File: config.mk
export PLATFORM = sky130hd
export DESIGN_NAME = ffn_tile_skew_feeder
export DESIGN_NICKNAME = d
export VERILOG_FILES = /design/src/rtl/ffn_tile_skew_feeder.sv
export SDC_FILE = /design/constraint.sdc
export NUM_CORES = 2
export LEC_CHECK = 0
export ABC_CLOCK_PERIOD_IN_PS = 28000
export BUFFER_PORTS_ARGS = -buffer_cell sky130_fd_sc_hd__buf_2
export CORE_MARGIN = 1.5
export CORE_UTILIZATION = 60
export CTS_CLUSTER_DIAMETER = 50
export CTS_CLUSTER_SIZE = 12
export DETAILED_ROUTE_END_ITERATION = 16
export PLACE_DENSITY = 0.79
export REMOVE_ABC_BUFFERS = 1
export SETUP_SLACK_MARGIN = 0.02
export SLEW_MARGIN = 40
export SYNTH_ARGS = -nofsm -noshare
export SYNTH_HDL_FRONTEND = slang
export SYNTH_SLANG_ARGS = --single-unit
File: constraint.sdc
create_clock -name clk -period 28 [get_ports clk]
set_clock_uncertainty 0.05 [all_clocks]
set_input_delay 1.4 -clock clk [delete_from_list [all_inputs] [get_ports clk]]
set_output_delay 1.4 -clock clk [all_outputs]
set_load 0.005 [all_outputs]
File: src/rtl/ffn_tile_skew_feeder.sv
// ffn_tile_skew_feeder: realigns the FFN buffer Port-B read stream, absorbs bursts in a
// small word FIFO and drives the systolic array lanes. Optional diagonal lane skew is
// enabled with the FEEDER_SKEW_EN macro (lane i delayed by i out_ready-gated stages).
// Output handshake: out_data/out_lane_valid are registered; a lane word is taken by the
// array on every cycle where out_ready=1 and the stage then advances; with out_ready=0
// the outputs hold. The fetch side cannot stall: words arriving on a full FIFO with no
// pop are dropped and flagged in the sticky overflow bit.
module ffn_tile_skew_feeder #(
  parameter int DATA_WIDTH   = 256,
  parameter int NUM_BITS     = 8,
  parameter int FIFO_DEPTH   = 8,
  parameter int AFULL_THRESH = 6,
  parameter int BRAM_LATENCY = 1
) (
  input  logic                               clk,
  input  logic                               rst_n,
  input  logic                               bram_en,
  input  logic [DATA_WIDTH-1:0]              doutb,
  input  logic                               fetch_done,
  input  logic                               soft_clear,
  input  logic                               out_ready,
  output logic [DATA_WIDTH-1:0]              out_data,
  output logic [DATA_WIDTH/NUM_BITS-1:0]     out_lane_valid,
  output logic [$clog2(FIFO_DEPTH):0]        fifo_level,
  output logic                               almost_full,
  output logic                               overflow,
  output logic                               tile_done,
  output logic                               busy
);

  localparam int LANES = DATA_WIDTH / NUM_BITS;
  localparam int PW    = $clog2(FIFO_DEPTH);
`ifdef FEEDER_SKEW_EN
  localparam int SKEW_DEPTH = LANES - 1;
`else
  localparam int SKEW_DEPTH = 0;
`endif

  localparam logic [2:0] S_IDLE   = 3'd0;
  localparam logic [2:0] S_STREAM = 3'd1;
  localparam logic [2:0] S_DRAIN  = 3'd2;
  localparam logic [2:0] S_FLUSH  = 3'd3;
  localparam logic [2:0] S_DONE   = 3'd4;

  logic [2:0]              state, state_nxt;
  logic [BRAM_LATENCY-1:0] en_pipe;
  logic                    wr_vld, pipe_idle, done_pend;
  logic [DATA_WIDTH-1:0]   mem [FIFO_DEPTH];
  logic [PW-1:0]           wr_ptr, rd_ptr;
  logic [PW:0]             level;
  logic                    fifo_empty, fifo_full, pop, push_ok, drop;
  logic [DATA_WIDTH-1:0]   base_data;
  logic                    base_vld;
  logic                    drained, flush_last;

  assign wr_vld     = en_pipe[BRAM_LATENCY-1];
  assign pipe_idle  = (en_pipe == '0);
  assign fifo_empty = (level == '0);
  assign fifo_full  = (level == (PW+1)'(FIFO_DEPTH));
  assign pop        = out_ready && !fifo_empty;
  assign push_ok    = wr_vld && (!fifo_full || pop);
  assign drop       = wr_vld && fifo_full && !pop;
  // Nothing left upstream of the output stage and the array takes the stage this cycle.
  assign drained    = fifo_empty && pipe_idle && !bram_en && out_ready;

  assign fifo_level  = level;
  assign almost_full = (level >= (PW+1)'(AFULL_THRESH));
  assign tile_done   = (state == S_DONE);
  assign busy        = (state != S_IDLE);

  // Delay bram_en by the BRAM read latency so wr_vld lines up with valid doutb.
  always_ff @(posedge clk or negedge rst_n) begin
    if (!rst_n) begin
      en_pipe <= '0;
    end else if (soft_clear) begin
      en_pipe <= '0;
    end else begin
      en_pipe[0] <= bram_en;
      for (int k = 1; k < BRAM_LATENCY; k++) en_pipe[k] <= en_pipe[k-1];
    end
  end

  // FIFO storage; a write on a full FIFO only happens together with a pop of the same slot.
  always_ff @(posedge clk) begin
    if (push_ok) mem[wr_ptr] <= doutb;
  end

  // FIFO pointers, level and sticky overflow.
  always_ff @(posedge clk or negedge rst_n) begin
    if (!rst_n) begin
      wr_ptr   <= '0;
      rd_ptr   <= '0;
      level    <= '0;
      overflow <= 1'b0;
    end else if (soft_clear) begin
      wr_ptr   <= '0;
      rd_ptr   <= '0;
      level    <= '0;
      overflow <= 1'b0;
    end else begin
      if (push_ok) wr_ptr <= wr_ptr + 1'b1;
      if (pop)     rd_ptr <= rd_ptr + 1'b1;
      case ({push_ok, pop})
        2'b10:   level <= level + 1'b1;
        2'b01:   level <= level - 1'b1;
        default: level <= level;
      endcase
      if (drop) overflow <= 1'b1;
    end
  end

  // Base output stage: next FIFO word or a bubble, advanced only when out_ready.
  always_ff @(posedge clk or negedge rst_n) begin
    if (!rst_n) begin
      base_data <= '0;
      base_vld  <= 1'b0;
    end else if (soft_clear) begin
      base_data <= '0;
      base_vld  <= 1'b0;
    end else if (out_ready) begin
      base_data <= fifo_empty ? '0 : mem[rd_ptr];
      base_vld  <= !fifo_empty;
    end
  end

`ifdef FEEDER_SKEW_EN
  logic [$clog2(LANES)-1:0] flush_cnt;
  assign flush_last = out_ready && (flush_cnt == ($clog2(LANES))'(SKEW_DEPTH - 1));

  // Count out_ready cycles spent in FLUSH so the deepest lane has emptied before DONE.
  always_ff @(posedge clk or negedge rst_n) begin
    if (!rst_n) begin
      flush_cnt <= '0;
    end else if (soft_clear || state != S_FLUSH) begin
      flush_cnt <= '0;
    end else if (out_ready) begin
      flush_cnt <= flush_cnt + 1'b1;
    end
  end

  for (genvar i = 0; i < LANES; i++) begin : g_lane
    if (i == 0) begin : g_direct
      assign out_data[NUM_BITS-1:0] = base_data[NUM_BITS-1:0];
      assign out_lane_valid[0]      = base_vld;
    end else begin : g_skew
      logic [NUM_BITS-1:0] sd [i];
      logic [i-1:0]        sv;
      // Lane i delay line of i stages, advancing together with the base stage.
      always_ff @(posedge clk or negedge rst_n) begin
        if (!rst_n) begin
          for (int k = 0; k < i; k++) sd[k] <= '0;
          sv <= '0;
        end else if (soft_clear) begin
          for (int k = 0; k < i; k++) sd[k] <= '0;
          sv <= '0;
        end else if (out_ready) begin
          sd[0] <= base_data[i*NUM_BITS +: NUM_BITS];
          sv[0] <= base_vld;
          for (int k = 1; k < i; k++) begin
            sd[k] <= sd[k-1];
            sv[k] <= sv[k-1];
          end
        end
      end
      assign out_data[i*NUM_BITS +: NUM_BITS] = sd[i-1];
      assign out_lane_valid[i]                = sv[i-1];
    end
  end
`else
  assign flush_last     = 1'b1;
  assign out_data       = base_data;
  assign out_lane_valid = {LANES{base_vld}};
`endif

  // done_pend remembers fetch_done until the tile completes; a new pulse wins over the clear.
  always_ff @(posedge clk or negedge rst_n) begin
    if (!rst_n) begin
      done_pend <= 1'b0;
    end else if (soft_clear) begin
      done_pend <= 1'b0;
    end else if (fetch_done) begin
      done_pend <= 1'b1;
    end else if (state == S_DONE) begin
      done_pend <= 1'b0;
    end
  end

  // Tile sequencing: stream, drain the FIFO, flush the skew lanes, then pulse tile_done.
  always_comb begin
    state_nxt = state;
    case (state)
      S_IDLE:   if (bram_en) state_nxt = S_STREAM;
      S_STREAM: if (done_pend && pipe_idle) state_nxt = S_DRAIN;
      S_DRAIN:  if (drained) state_nxt = (SKEW_DEPTH == 0) ? S_DONE : S_FLUSH;
      S_FLUSH: begin
        if (!(fifo_empty && pipe_idle && !bram_en)) state_nxt = S_DRAIN;
        else if (flush_last)                       state_nxt = S_DONE;
      end
      S_DONE:   state_nxt = (bram_en || !pipe_idle || !fifo_empty) ? S_STREAM : S_IDLE;
      default:  state_nxt = S_IDLE;
    endcase
  end

  // FSM state register.
  always_ff @(posedge clk or negedge rst_n) begin
    if (!rst_n) begin
      state <= S_IDLE;
    end else if (soft_clear) begin
      state <= S_IDLE;
    end else begin
      state <= state_nxt;
    end
  end

endmodule

==> flow_metrics.env <==
export IMPL_grt_pass1_vias=43100
export IMPL_dpl_worst_slack_ns=22.31
export IMPL_max_freq_mhz=205
export IMPL_coreArea_um2=143000
export IMPL_endpoint_kind="flop"
export IMPL_slowest_stage="buf_4"
export IMPL_hold_depth=2
export IMPL_clk_path_buf_depth=3
export IMPL_relSlewSlack=0.332
export IMPL_cts_tree="done"
export IMPL_cts_made_buffers=219
export IMPL_r2r_cells=7
export IMPL_root_buffer="clkbuf_16"
export IMPL_grt_max_degree=124
export IMPL_initial_core_util=0.604
export IMPL_power_density_nw_per_um2=81.5
export IMPL_setup_slack_ns=23.13
export IMPL_layout_drive_gt1_share=0.304
export IMPL_vias_per_cell=6.25
export IMPL_postCtsSetupBuffers=0
export IMPL_fill_cells=8553
export IMPL_vias=41700
export IMPL_crit_start="out_ready"
export IMPL_grt_pass1_wl_mm=282
export IMPL_avgSynthCellArea_um2=22.1
export IMPL_maxSlewViolCount=0
export IMPL_hp_start="out_data[231]$_DFFE_PN0P_"
export IMPL_cts_hold_buf=0
export IMPL_dieArea_um2=147000
export IMPL_finish_cell_count_without_fillers=6671
export IMPL_seq_area_um2=68300
export IMPL_yosys_register_bits=2321
export IMPL_critPathKind="input pin to flop"
export IMPL_place_hpwl_mm=102
export IMPL_cp_arrival_ns=5.27
export IMPL_crit_top_cell="buf_4"
export IMPL_cts_resized=0
export IMPL_fin_area_um2=98400
export IMPL_ant_nets=0
export IMPL_final_min_clock_period_ns=4.87
export IMPL_grt_overflow=0
export IMPL_startpoint_type="input pin"
export IMPL_cts_sinks=2321
export IMPL_outcome="complete, no violations"
export IMPL_gp_congestion=0.794
export IMPL_cts_htree_levels=4
export IMPL_worstPathCellList="buf_2 -> nand2b_1 -> o21ai_0 -> or2_2 -> nor2_4 -> buf_6 -> buf_4 -> buf_4"
export IMPL_drt_initial_drc_count=4466
export IMPL_drcViolationCount=0
export IMPL_p_total_mw=8.02
export IMPL_avgRoutedWirePerCell_um=28.8
export IMPL_clk_latency_ns=0.85
export IMPL_multi_input_area_um2=17000
export IMPL_top_level_ports=558
export IMPL_required_ns=28.40
export IMPL_rr_startpoint="fifo_level[1]$_DFFE_PN0P_"
export IMPL_synth_main_ff_cell="edfxtp_1"
export IMPL_hold_viol_final=0
export IMPL_ir_worst_vdd_v=0.0000665
export IMPL_final_setup_viol_count=0
export IMPL_grt_usage=0.265
export IMPL_num_rows=139
export IMPL_synth_seq_area_share=0.789
export IMPL_synth_cell_types=47
export IMPL_path_max_fanout=54
export IMPL_drt_first_pass_iters=6
export IMPL_rsz0062_at_grt="no"
export IMPL_synthArstFlopShare=0.118
export IMPL_synthCells=3924
export IMPL_fp_dieW_um=383
export IMPL_clkSlewWorstSetupHoldPaths_ns=0.06
export IMPL_yosys_warnings=0
export IMPL_fin_nets=4815
export IMPL_synth_area_um2=86600
export IMPL_die_y_um=383
export IMPL_placed_area_um2=91600
export IMPL_synth_edf_count=2048
export IMPL_fin_crit_sh=0.174
export IMPL_p_leak_nw=32.5
export IMPL_grt_antenna_before_repair=76
export IMPL_io_buffers=557
export IMPL_dp_cells=6227
export IMPL_tightestPinTransition_ns=1.00
export IMPL_drv_cap=0
export IMPL_synthToLayoutAreaGrowth_pct=13.6
export IMPL_hold_class="flop to flop"
export IMPL_tns_ns=0
export IMPL_max_stage_delay_ns=0.75
export IMPL_wl_mm=192
## registers in the layout (all words and copies together) (netlist names)
name,flops
base_vld,1
done_pend,1
en_pipe,1
fifo_level,4
mem,2048
out_data,256
overflow,1
rd_ptr,3
state,3
wr_ptr,3
## routing by layer
| layer | wire [um] | share of wire | up-vias | track usage |
|---|---|---|---|---|
| li1 | - | - | 17300 | - |
| met4 | 5760 | 0.030 | 76 | 0.0950 |
| met1 | 72900 | 0.38 | 21900 | 0.362 |
| met3 | 17700 | 0.092 | 414 | 0.0678 |
| met2 | 95300 | 0.50 | 1994 | 0.419 |
| met5 | 448 | 0.0023 | - | 0 |
## logic make-up after synthesis
logic type,after synthesis,share of synthesized area
DFF,2321,0.789
muxes,773,0.163
and+or+nand+nor,303,0.0140
AOI/OAI and AO/OA,276,0.0172
buffers and inverters,242,0.0154
xor gates and xnor gates,5,0.000506
adders and majority gates,4,0.000578
## critical path, delay by kind of cell
family	cells	cell delay, ns
AND/OR/NAND/NOR	3	1.25
AO/OA/AOI/OAI	1	0.17
buffers and inverters	4	2.27
## Yosys cell counts, drive strengths merged, types with 2 or more instances
cell | instances | area share
a21oi | 2 | 0.00012
and3 | 2 | 0.00016
buf | 179 | 0.013
clkbuf | 58 | 0.0025
dfrtp | 273 | 0.079
edfxtp | 2048 | 0.71
ha | 4 | 0.00058
inv | 5 | 0.00022
mux2 | 3 | 0.00048
mux2i | 258 | 0.030
mux4 | 512 | 0.13
nand2 | 261 | 0.011
nand2b | 5 | 0.00045
nor2 | 18 | 0.00078
nor2b | 3 | 0.00022
nor3 | 4 | 0.00023
nor3b | 2 | 0.00017
nor4b | 2 | 0.00020
o211ai | 2 | 0.00017
o21ai | 260 | 0.015
o31a | 2 | 0.00020
or2 | 3 | 0.00025
or3 | 2 | 0.00014
xnor2 | 2 | 0.00020
xor2 | 3 | 0.00030
## area by class of cell
| class | instances | area share |
|---|---|---|
| well taps | 1903 | 0.0242 |
| flip-flops and latches | 2321 | 0.695 |
| repair buffers | 641 | 0.0403 |
| clock inverters | 27 | 0.00411 |
| multi-input cells | 1361 | 0.173 |
| clock buffers | 380 | 0.0627 |
| inverters | 5 | 0.000191 |
| diodes | 33 | 0.000839 |
## power breakdown
part	switching (mW)	total, mW	internal (mW)
logic	0.632	1.27	0.640
registers	0.0938	3.99	3.90
clock network	1.23	2.76	1.53
total	1.95	8.02	6.06
## metrics by stage
stage	util	hold slack (ns)
6_report	0.686	0.421
5_1_grt	0.685	0.449
4_1_cts	0.684	0.427
3_5_place_dp	0.638	0.412
3_3_place_gp	0.635	0.403
2_1_floorplan	-	0.418
## path summary, 6_finish.rpt
| kind | to | slack (ns) |
|---|---|---|
| worst max-delay path | mem[4][100]$_DFFE_PP_ | 23.13 |
| worst min-delay path | out_data[231]$_DFFE_PN0P_ | 0.42 |
| worst max register to register | mem[4][100]$_DFFE_PP_ | 23.15 |
| worst min register to register | out_data[231]$_DFFE_PN0P_ | 0.42 |
| max in group asynchronous | out_data[129]$_DFFE_PN0P_ | 26.10 |
| min in group asynchronous | out_data[145]$_DFFE_PN0P_ | 0.52 |
## placed cells by master (no fill, tap or decap), drive strengths merged, types with 5 or more instances in the layout
master / instances
clkinv: 12
mux4: 512
edfxtp: 2048
o21ai: 260
dfrtp: 273
nor2: 18
inv: 15
diode: 33
mux2i: 258
nand2b: 5
buf: 641
clkbuf: 380
nand2: 261
Power figures use the tool's default switching activity.
